## src/rtl/fetch_controller.sv

```systemverilog
// Instruction fetch controller: walks a PC through a combinational instruction
// memory, presents one registered instruction at a time and handles redirects.
module fetch_controller #(
    parameter logic [31:0] RESET_PC  = 32'h0000_0000,
    parameter logic [31:0] LAST_ADDR = 32'h0000_001C
) (
    input  logic        clk,
    input  logic        rst,
    input  logic        start,
    output logic [31:0] imem_addr,
    input  logic [31:0] imem_data,
    output logic [31:0] inst_out,
    output logic [31:0] pc_out,
    output logic        inst_valid,
    input  logic        inst_ready,
    input  logic        branch_en,
    input  logic [31:0] branch_target,
    output logic        halted,
    output logic        fault,
    output logic [15:0] fetch_count
);

    typedef enum logic [1:0] {
        ST_IDLE  = 2'd0,
        ST_RUN   = 2'd1,
        ST_HALT  = 2'd2,
        ST_FAULT = 2'd3
    } state_t;

    state_t      state_r;
    logic [31:0] pc_r;

    logic accepted_s;
    logic slot_free_s;
    logic redirect_s;
    logic branch_ok_s;
    logic branch_bad_s;
    logic past_end_s;
    logic zero_word_s;

    function automatic logic [15:0] sat_inc(input logic [15:0] count);
        if (count == 16'hFFFF) begin
            sat_inc = count;
        end else begin
            sat_inc = count + 16'd1;
        end
    endfunction

    function automatic logic word_aligned(input logic [31:0] addr);
        word_aligned = (addr[1:0] == 2'b00);
    endfunction

    assign imem_addr = pc_r;

    // Handshake and redirect decode shared by the state machine.
    always_comb begin
        accepted_s   = inst_valid & inst_ready;
        slot_free_s  = ~inst_valid | inst_ready;
        past_end_s   = (pc_r > LAST_ADDR);
        zero_word_s  = (imem_data == 32'h0000_0000);
        if ((state_r == ST_RUN) || (state_r == ST_HALT)) begin
            redirect_s = branch_en;
        end else begin
            redirect_s = 1'b0;
        end
        branch_ok_s  = redirect_s & word_aligned(branch_target);
        branch_bad_s = redirect_s & ~word_aligned(branch_target);
    end

    // Fetch state machine with all outputs registered.
    always_ff @(posedge clk or posedge rst) begin
        if (rst) begin
            state_r     <= ST_IDLE;
            pc_r        <= RESET_PC;
            inst_out    <= 32'h0000_0000;
            pc_out      <= 32'h0000_0000;
            inst_valid  <= 1'b0;
            halted      <= 1'b0;
            fault       <= 1'b0;
            fetch_count <= 16'h0000;
        end else begin
            // Acceptance is counted whatever else happens in the same cycle.
            if (accepted_s) begin
                fetch_count <= sat_inc(fetch_count);
            end else begin
                fetch_count <= fetch_count;
            end

            if (branch_ok_s) begin
                state_r    <= ST_RUN;
                pc_r       <= branch_target;
                inst_valid <= 1'b0;
                halted     <= 1'b0;
            end else if (branch_bad_s) begin
                state_r    <= ST_FAULT;
                inst_valid <= 1'b0;
                halted     <= 1'b0;
                fault      <= 1'b1;
            end else begin
                case (state_r)
                    ST_IDLE: begin
                        if (start) begin
                            state_r <= ST_RUN;
                        end else begin
                            state_r <= ST_IDLE;
                        end
                    end
                    ST_RUN: begin
                        if (!slot_free_s) begin
                            state_r <= ST_RUN;
                        end else if (past_end_s || zero_word_s) begin
                            // PC stays on the terminating address for inspection.
                            state_r    <= ST_HALT;
                            inst_valid <= 1'b0;
                            halted     <= 1'b1;
                        end else begin
                            inst_out   <= imem_data;
                            pc_out     <= pc_r;
                            inst_valid <= 1'b1;
                            pc_r       <= pc_r + 32'd4;
                        end
                    end
                    ST_HALT: begin
                        state_r <= ST_HALT;
                        halted  <= 1'b1;
                    end
                    ST_FAULT: begin
                        state_r <= ST_FAULT;
                        fault   <= 1'b1;
                    end
                    default: begin
                        state_r    <= ST_FAULT;
                        inst_valid <= 1'b0;
                        fault      <= 1'b1;
                    end
                endcase
            end
        end
    end

endmodule

```

## config.mk

```make
export PLATFORM = sky130hd
export DESIGN_NAME = fetch_controller
export DESIGN_NICKNAME = d
export VERILOG_FILES = /design/src/rtl/fetch_controller.sv
export SDC_FILE = /design/constraint.sdc
export NUM_CORES = 1
export LEC_CHECK = 0
export CAP_MARGIN = 25
export CORE_MARGIN = 5
export CORE_UTILIZATION = 45
export CTS_BUF_LIST = sky130_fd_sc_hd__clkbuf_8
export CTS_CLUSTER_SIZE = 30
export DETAILED_ROUTE_END_ITERATION = 10
export PLACE_DENSITY = 0.82
export SLEW_MARGIN = 30
export SYNTH_ARGS = -nofsm -noshare
export SYNTH_HDL_FRONTEND = slang
export SYNTH_SLANG_ARGS = --single-unit
```

## constraint.sdc

```tcl
create_clock -name clk -period 5.35 [get_ports clk]
set_clock_uncertainty 0.15 [all_clocks]
set_input_delay 1.07 -clock clk [delete_from_list [all_inputs] [get_ports clk]]
set_output_delay 1.07 -clock clk [all_outputs]
set_load 0.1 [all_outputs]
```

==> impl_metrics.ini, run 1 <==
[die]
io-pin-count = 184
start_util_pct = 45.8
die-area_um2 = 12500
die_height_um = 112
num_rows = 37
core_um2 = 10200
dieWidth_um = 112

[worst_setup_path]
path_cells = clkdlybuf4s50_1
r2r_slack_ps = 2660
r2r-end = imem_addr[4]
rr_worst_depth = 9
crit_family = buffers and inverters
worstPathRequired_ps = 4130
crit_fanout = 6
crit_start = imem_addr[4]
endpoint = imem_addr[4]
worst_setup_path_start_kind = flip-flop
cp_num_buf_inv = 1
cp.arrival_ps = 2040
cp_num_cells = 1
critical-path-slowest-cell = clkdlybuf4s50_1
critPathMaxStageDelay_ps = 1200
r2r_start = state_r[0]
worstSetupPathType = reg2out
cp-end-kind = output port

[grt]
grt_pass1_wl_mm = 19.9
grt_use_met3_pct = 6.58
grt_max_degree = 48
antenna_found_initial = 0
first_global_vias = 3804
use_met2_pct = 33.3
grt.met1_usage_pct = 23.8
overflow = 0
busiest_layer = met2
grt_use_total_pct = 19.8

[logic_synthesis]
synth_seq_area_share_pct = 62.5
yosysTopAreaCellShare_pct = 62.5
synth_seq_cells = 117
yosys.area.top_type = dfrtp_1
syn_inst = 396
avgSynthCellArea_um2 = 11.8
synth-edff-count = 0
ys.warnings.count = 0
syn_nets = 471
synthFlopType = dfrtp_1
synth_cell_types = 36
async_flop_share_pct = 100
netlist_top_cells_area = dfrtp_1 (63%), nand2_1 (7.1%), mux2_2 (5.1%), mux2_1 (4.1%), and2_1 (3.9%)
synth_area_um2 = 4680

[routing]
drt_iter0_drc = 105
ant_nets = 0
vias = 3598
wl_per_cell_um = 16.6
drc_errors = 0
dr.pass1.iters = 6
viasPerCell = 4.88
wirelength_mm = 12.2

[placed_design]
gp_congestion = 0.829
dp_slack_ps = 1680
hpwlAfterDp_mm = 9.25
io_buffers = 183

[clock_tree]
htreeDepth = 4
cts_buffers = 17
clock_path_buffers = 2
cts_root_buffer = clkbuf_8
postCtsResizedCells = 0
post-cts-setup-buffer-count = 0
tritoncts = done
cts_hold_buffers = 0
insertion_delay_ps = 410
numClockSinks = 117
path_clk_slew_ps = 70

[timing]
layout_setup_ws_ps = 2090
min_period_ps = 3260
fmax_mhz = 307
hold_slack_ps = 337
rsz0062_at_grt = false
tns_ps = 0
hold_viol_final = 0
worstMarginPinSlew_ps = 1010
relSlewSlack_pct = 32.2
finalMaxSlewViolations = 0
setup-violations-final = 0
fin_crit_sh_pct = 60.9

[worst_hold_path]
hold_class = reg2reg

[pwr]
leakagePower_nw = 3.23
vdd_drop_max_mv = 0.476
power.density_nw_per_um2 = 575

[final_layout]
area_growth_pct = 51.0
layout_common_cells = clkdlybuf4s50_1 (183), dfrtp_1 (117), nand2_1 (88)
final_net_count = 664
drive_gt1_share_pct = 11.0
antenna_cells = 0
n_fill_cell = 776
layout_commonest_cell = clkdlybuf4s50_1

[run]
cap_violations = 0

[run_status]
status = completed
[power breakdown]
| part | leakage, nW | internal, mW | switching [mW] |
|---|---|---|---|
| combinational | 1.51 | 0.479 | 1.62 |
| clock | 0.185 | 0.383 | 0.367 |
| sequential | 1.53 | 1.07 | 0.152 |
| total | 3.23 | 1.93 | 2.13 |
[registers in the layout, summed over array words and instances (netlist names)]
name	cells
halted	1
state_r	2
pc_out	32
imem_addr	32
inst_out	32
inst_valid	1
fault	1
fetch_count	16
[synth_stat cells, types with 2 or more instances]
cell type  number
or3_1           3
ha_1            6
and4_1          3
nand4_1         3
nand2_1        88
nor4_1         17
o211ai_1        3
nor3_1          3
o21ai_0         5
buf_6           2
dfrtp_1       117
nand3_1        10
buf_4           2
and2_1         29
mux2_2         21
a31oi_1         3
nor2_1          9
mux2_1         17
xnor2_1         9
xor2_1          7
a21oi_1         5
and3_1          3
nand2b_1        2
inv_1           8
clkbuf_1       10
[cell families (layout without fill, tap and decap cells)]
kind of cell | count (synthesis) | after routing | synth area share (%)
buffers and inverters | 22 | 228 | 2.24
muxes | 38 | 38 | 9.14
DFF | 117 | 117 | 62.5
xor gates and xnor gates | 16 | 16 | 2.99
and+or+nand+nor | 172 | 172 | 17.7
AOI/OAI and AO/OA | 25 | 25 | 3.74
adders and majority gates | 6 | 6 | 1.60
[layout make-up]
cell class                 count  area, um^2  share of cell area, %
clock buffer                  18         248                   3.50
inverter                       8        32.5                  0.460
clock inverter                14         129                   1.82
tap                          136         170                   2.41
timing repair buffer         188        1900                   26.8
multi-input combinational    257        1670                   23.6
sequential                   117        2930                   41.4
[per-stage QoR]
step                      power (mW)  instance area [um^2]  utilization [%]  cells
after floorplan                 2.79                  4680                -    396
after global placement          3.31                  6650             65.0    704
after detailed placement        3.34                  6690             65.4    706
after CTS                       4.10                  7070             69.1    738
after global routing            4.24                  7070             69.1    738
final                           4.07                  7070             69.1    738
[worst min-delay path by stage]
stage	endpoint	slack, ps	cells after the start	from
6_report	fetch_count[14]	340	1	fetch_count[14]
4_1_cts	pc_out[25]	340	1	pc_out[25]
3_5_place_dp	fault	320	1	fault
5_1_grt	inst_out[14]	360	1	inst_out[14]
3_3_place_gp	fault	310	1	fault
2_1_floorplan	state_r[0]	420	2	state_r[0]
[per-layer routing]
layer | part of all wire [%] | vias up
li1 | - | 1730
met1 | 41 | 1721
met2 | 50 | 130
met3 | 7.5 | 17
met4 | 1.9 | 0
met5 | 0 | -
(Power assumes the default switching activity.)
==> run 2, diff against run 1 <==
CORE_UTILIZATION = 41   (was 45)
PLACE_DENSITY = 0.79   (was 0.82)
clock period = 2.6 ns   (was 5.35 ns; I/O delays follow)
==> run 2 against run 1 <==
Net effect: power grew 110%; sequential cell count is the same; critical path type is now reg2reg; count of clock-buffer cells in the layout grew 1; core utilization shrank 7.9 points; sequential power grew 110%; critical endpoint is now imem_addr[4]; largest cell class unchanged; combinational power grew 100%; final cell count grew 2.0%; die area grew 8.9%.
==> impl_metrics.ini, run 2 (synthesis results as in run 1) <==
[final_layout]
final_net_count = 673
drive_gt1_share_pct = 31.1
area_growth_pct = 48.1
antenna_cells = 0
layout_common_cells = buf_4 (126), dfrtp_1 (115), nand2_1 (88)
layout_commonest_cell = buf_4

[die]
die_height_um = 117
core_um2 = 11300
io-pin-count = 184
die-area_um2 = 13700
dieWidth_um = 117
start_util_pct = 41.4
num_rows = 39

[pwr]
vdd_drop_max_mv = 1.18
switching_share_pct = 51.1
clkPwrFrac_pct = 21.3
switching_power_mw = 4.36
power.density_nw_per_um2 = 1230
power_frac_comb_pct = 49.0
leakagePower_nw = 3.48
internal_power_mw = 4.17
power_frac_seq_pct = 29.6

[grt]
grt_use_total_pct = 18.2
grt_pass1_wl_mm = 19.3
grt_max_degree = 72
antenna_found_initial = 0
overflow = 0
first_global_vias = 3821

[worst_setup_path]
worstPathRequired_ps = 2780
worstSetupPathType = reg2reg
worst_setup_path_start_kind = flip-flop
r2r-end = imem_addr[4]
crit_fanout = 21
r2r_start = state_r[0]
cp-end-kind = flip-flop
cp.arrival_ps = 2480
r2r_slack_ps = 300
rr_worst_depth = 8

[clock_tree]
cts_hold_buffers = 0
path_clk_slew_ps = 70
insertion_delay_ps = 420
clock_path_buffers = 2
htreeDepth = 4
numClockSinks = 117
cts_buffers = 17
post-cts-setup-buffer-count = 0
cts_root_buffer = clkbuf_8
postCtsResizedCells = 0
tritoncts = done

[placed_design]
dp_slack_ps = -138
gp_congestion = 0.823
hpwlAfterDp_mm = 8.93
io_buffers = 183

[routing]
viasPerCell = 4.86
wl_per_cell_um = 15.7
drc_errors = 0
dr.pass1.iters = 7
ant_nets = 0
wirelength_mm = 11.8
drt_iter0_drc = 124
vias = 3656

[run]
cap_violations = 0

[timing]
relSlewSlack_pct = 67.6
fin_crit_sh_pct = 88.5
rsz0062_at_grt = false
hold_viol_final = 0
min_period_ps = 2300
hold_slack_ps = 220
worstMarginPinSlew_ps = 486
setup-violations-final = 0
finalMaxSlewViolations = 0
layout_setup_ws_ps = 298
fmax_mhz = 434

[worst_hold_path]
hold_class = in2async

[run_status]
status = completed
[run 2: changes by cell type in the layout (fill, tap and decap cells not counted), sizes merged]
cell	previous run	this run
clkinvlp	3	5
inv	10	8
buf	5	129
clkinv	8	3
clkbuf	18	19
bufinv	1	4
clkdlybuf4s50	183	68
[run 2: layer usage]
metal  track usage [%]  up-vias  wire length (um)
met5                 0        -                 0
met4              5.58        0               103
met3              6.48       12              1000
met2              30.6      130              6050
met1              22.1     1760              4670
li1                  -     1754                 -
[run 2: stage by stage]
step                      cells  TNS [ps]  total power, mW  utilization (%)  cell area [um^2]
after detailed placement    722     -5930             6.77             57.4              6490
after CTS                   753         0             8.62             61.3              6930
after global placement      722     -6300             6.71             57.4              6490
after global routing        753         0             8.91             61.3              6930
after floorplan             396         0             5.74                -              4690
final                       753         0             8.54             61.3              6930
[run 2: final cells by class]
| type | count | area [um^2] |
|---|---|---|
| clock inverters | 12 | 178 |
| flip-flops and latches | 117 | 2930 |
| well taps | 143 | 179 |
| multi-input cells | 257 | 1670 |
| repair buffers | 197 | 1690 |
| inverters | 8 | 33.8 |
| clock buffers | 19 | 262 |
| fillers | 905 | 4390 |
[run 2: worst max-delay path, cell delays in order, from the launching register on]
cell	delay (ps)
dfrtp_1	420
inv_1	90
ha_1	350
nand2_1	100
and3_1	240
o2111ai_4	160
buf_12	200
or3_1	320
a31oi_1	180
[run 2: worst max path at each step]
| stage | end | startpoint | slack, ps |
|---|---|---|---|
| CTS | imem_addr[4] | state_r[0] | 300 |
| global placement | inst_out[27] | imem_data[19] | -130 |
| floorplan | inst_out[10] | imem_addr[2] | 60 |
| detailed placement | inst_out[27] | imem_data[20] | -140 |
| finish | imem_addr[4] | state_r[0] | 300 |
| global route | imem_addr[4] | state_r[0] | 200 |
[run 2: power groups by stage]
stage                     combinational [mW]  sequential (mW)  clock [mW]
after floorplan                        0.574             5.17           0
after global placement                  4.16             2.54           0
after detailed placement                4.21             2.56           0
after CTS                               4.22             2.53        1.87
after global routing                    4.37             2.60        1.95
final                                   4.19             2.53        1.82
==> run 3, diff against run 2 <==
SKIP_LAST_GASP = 1   (was not set)
==> results of run 3 <==
The final DEF is identical to that of run 2; final timing and power are the same.
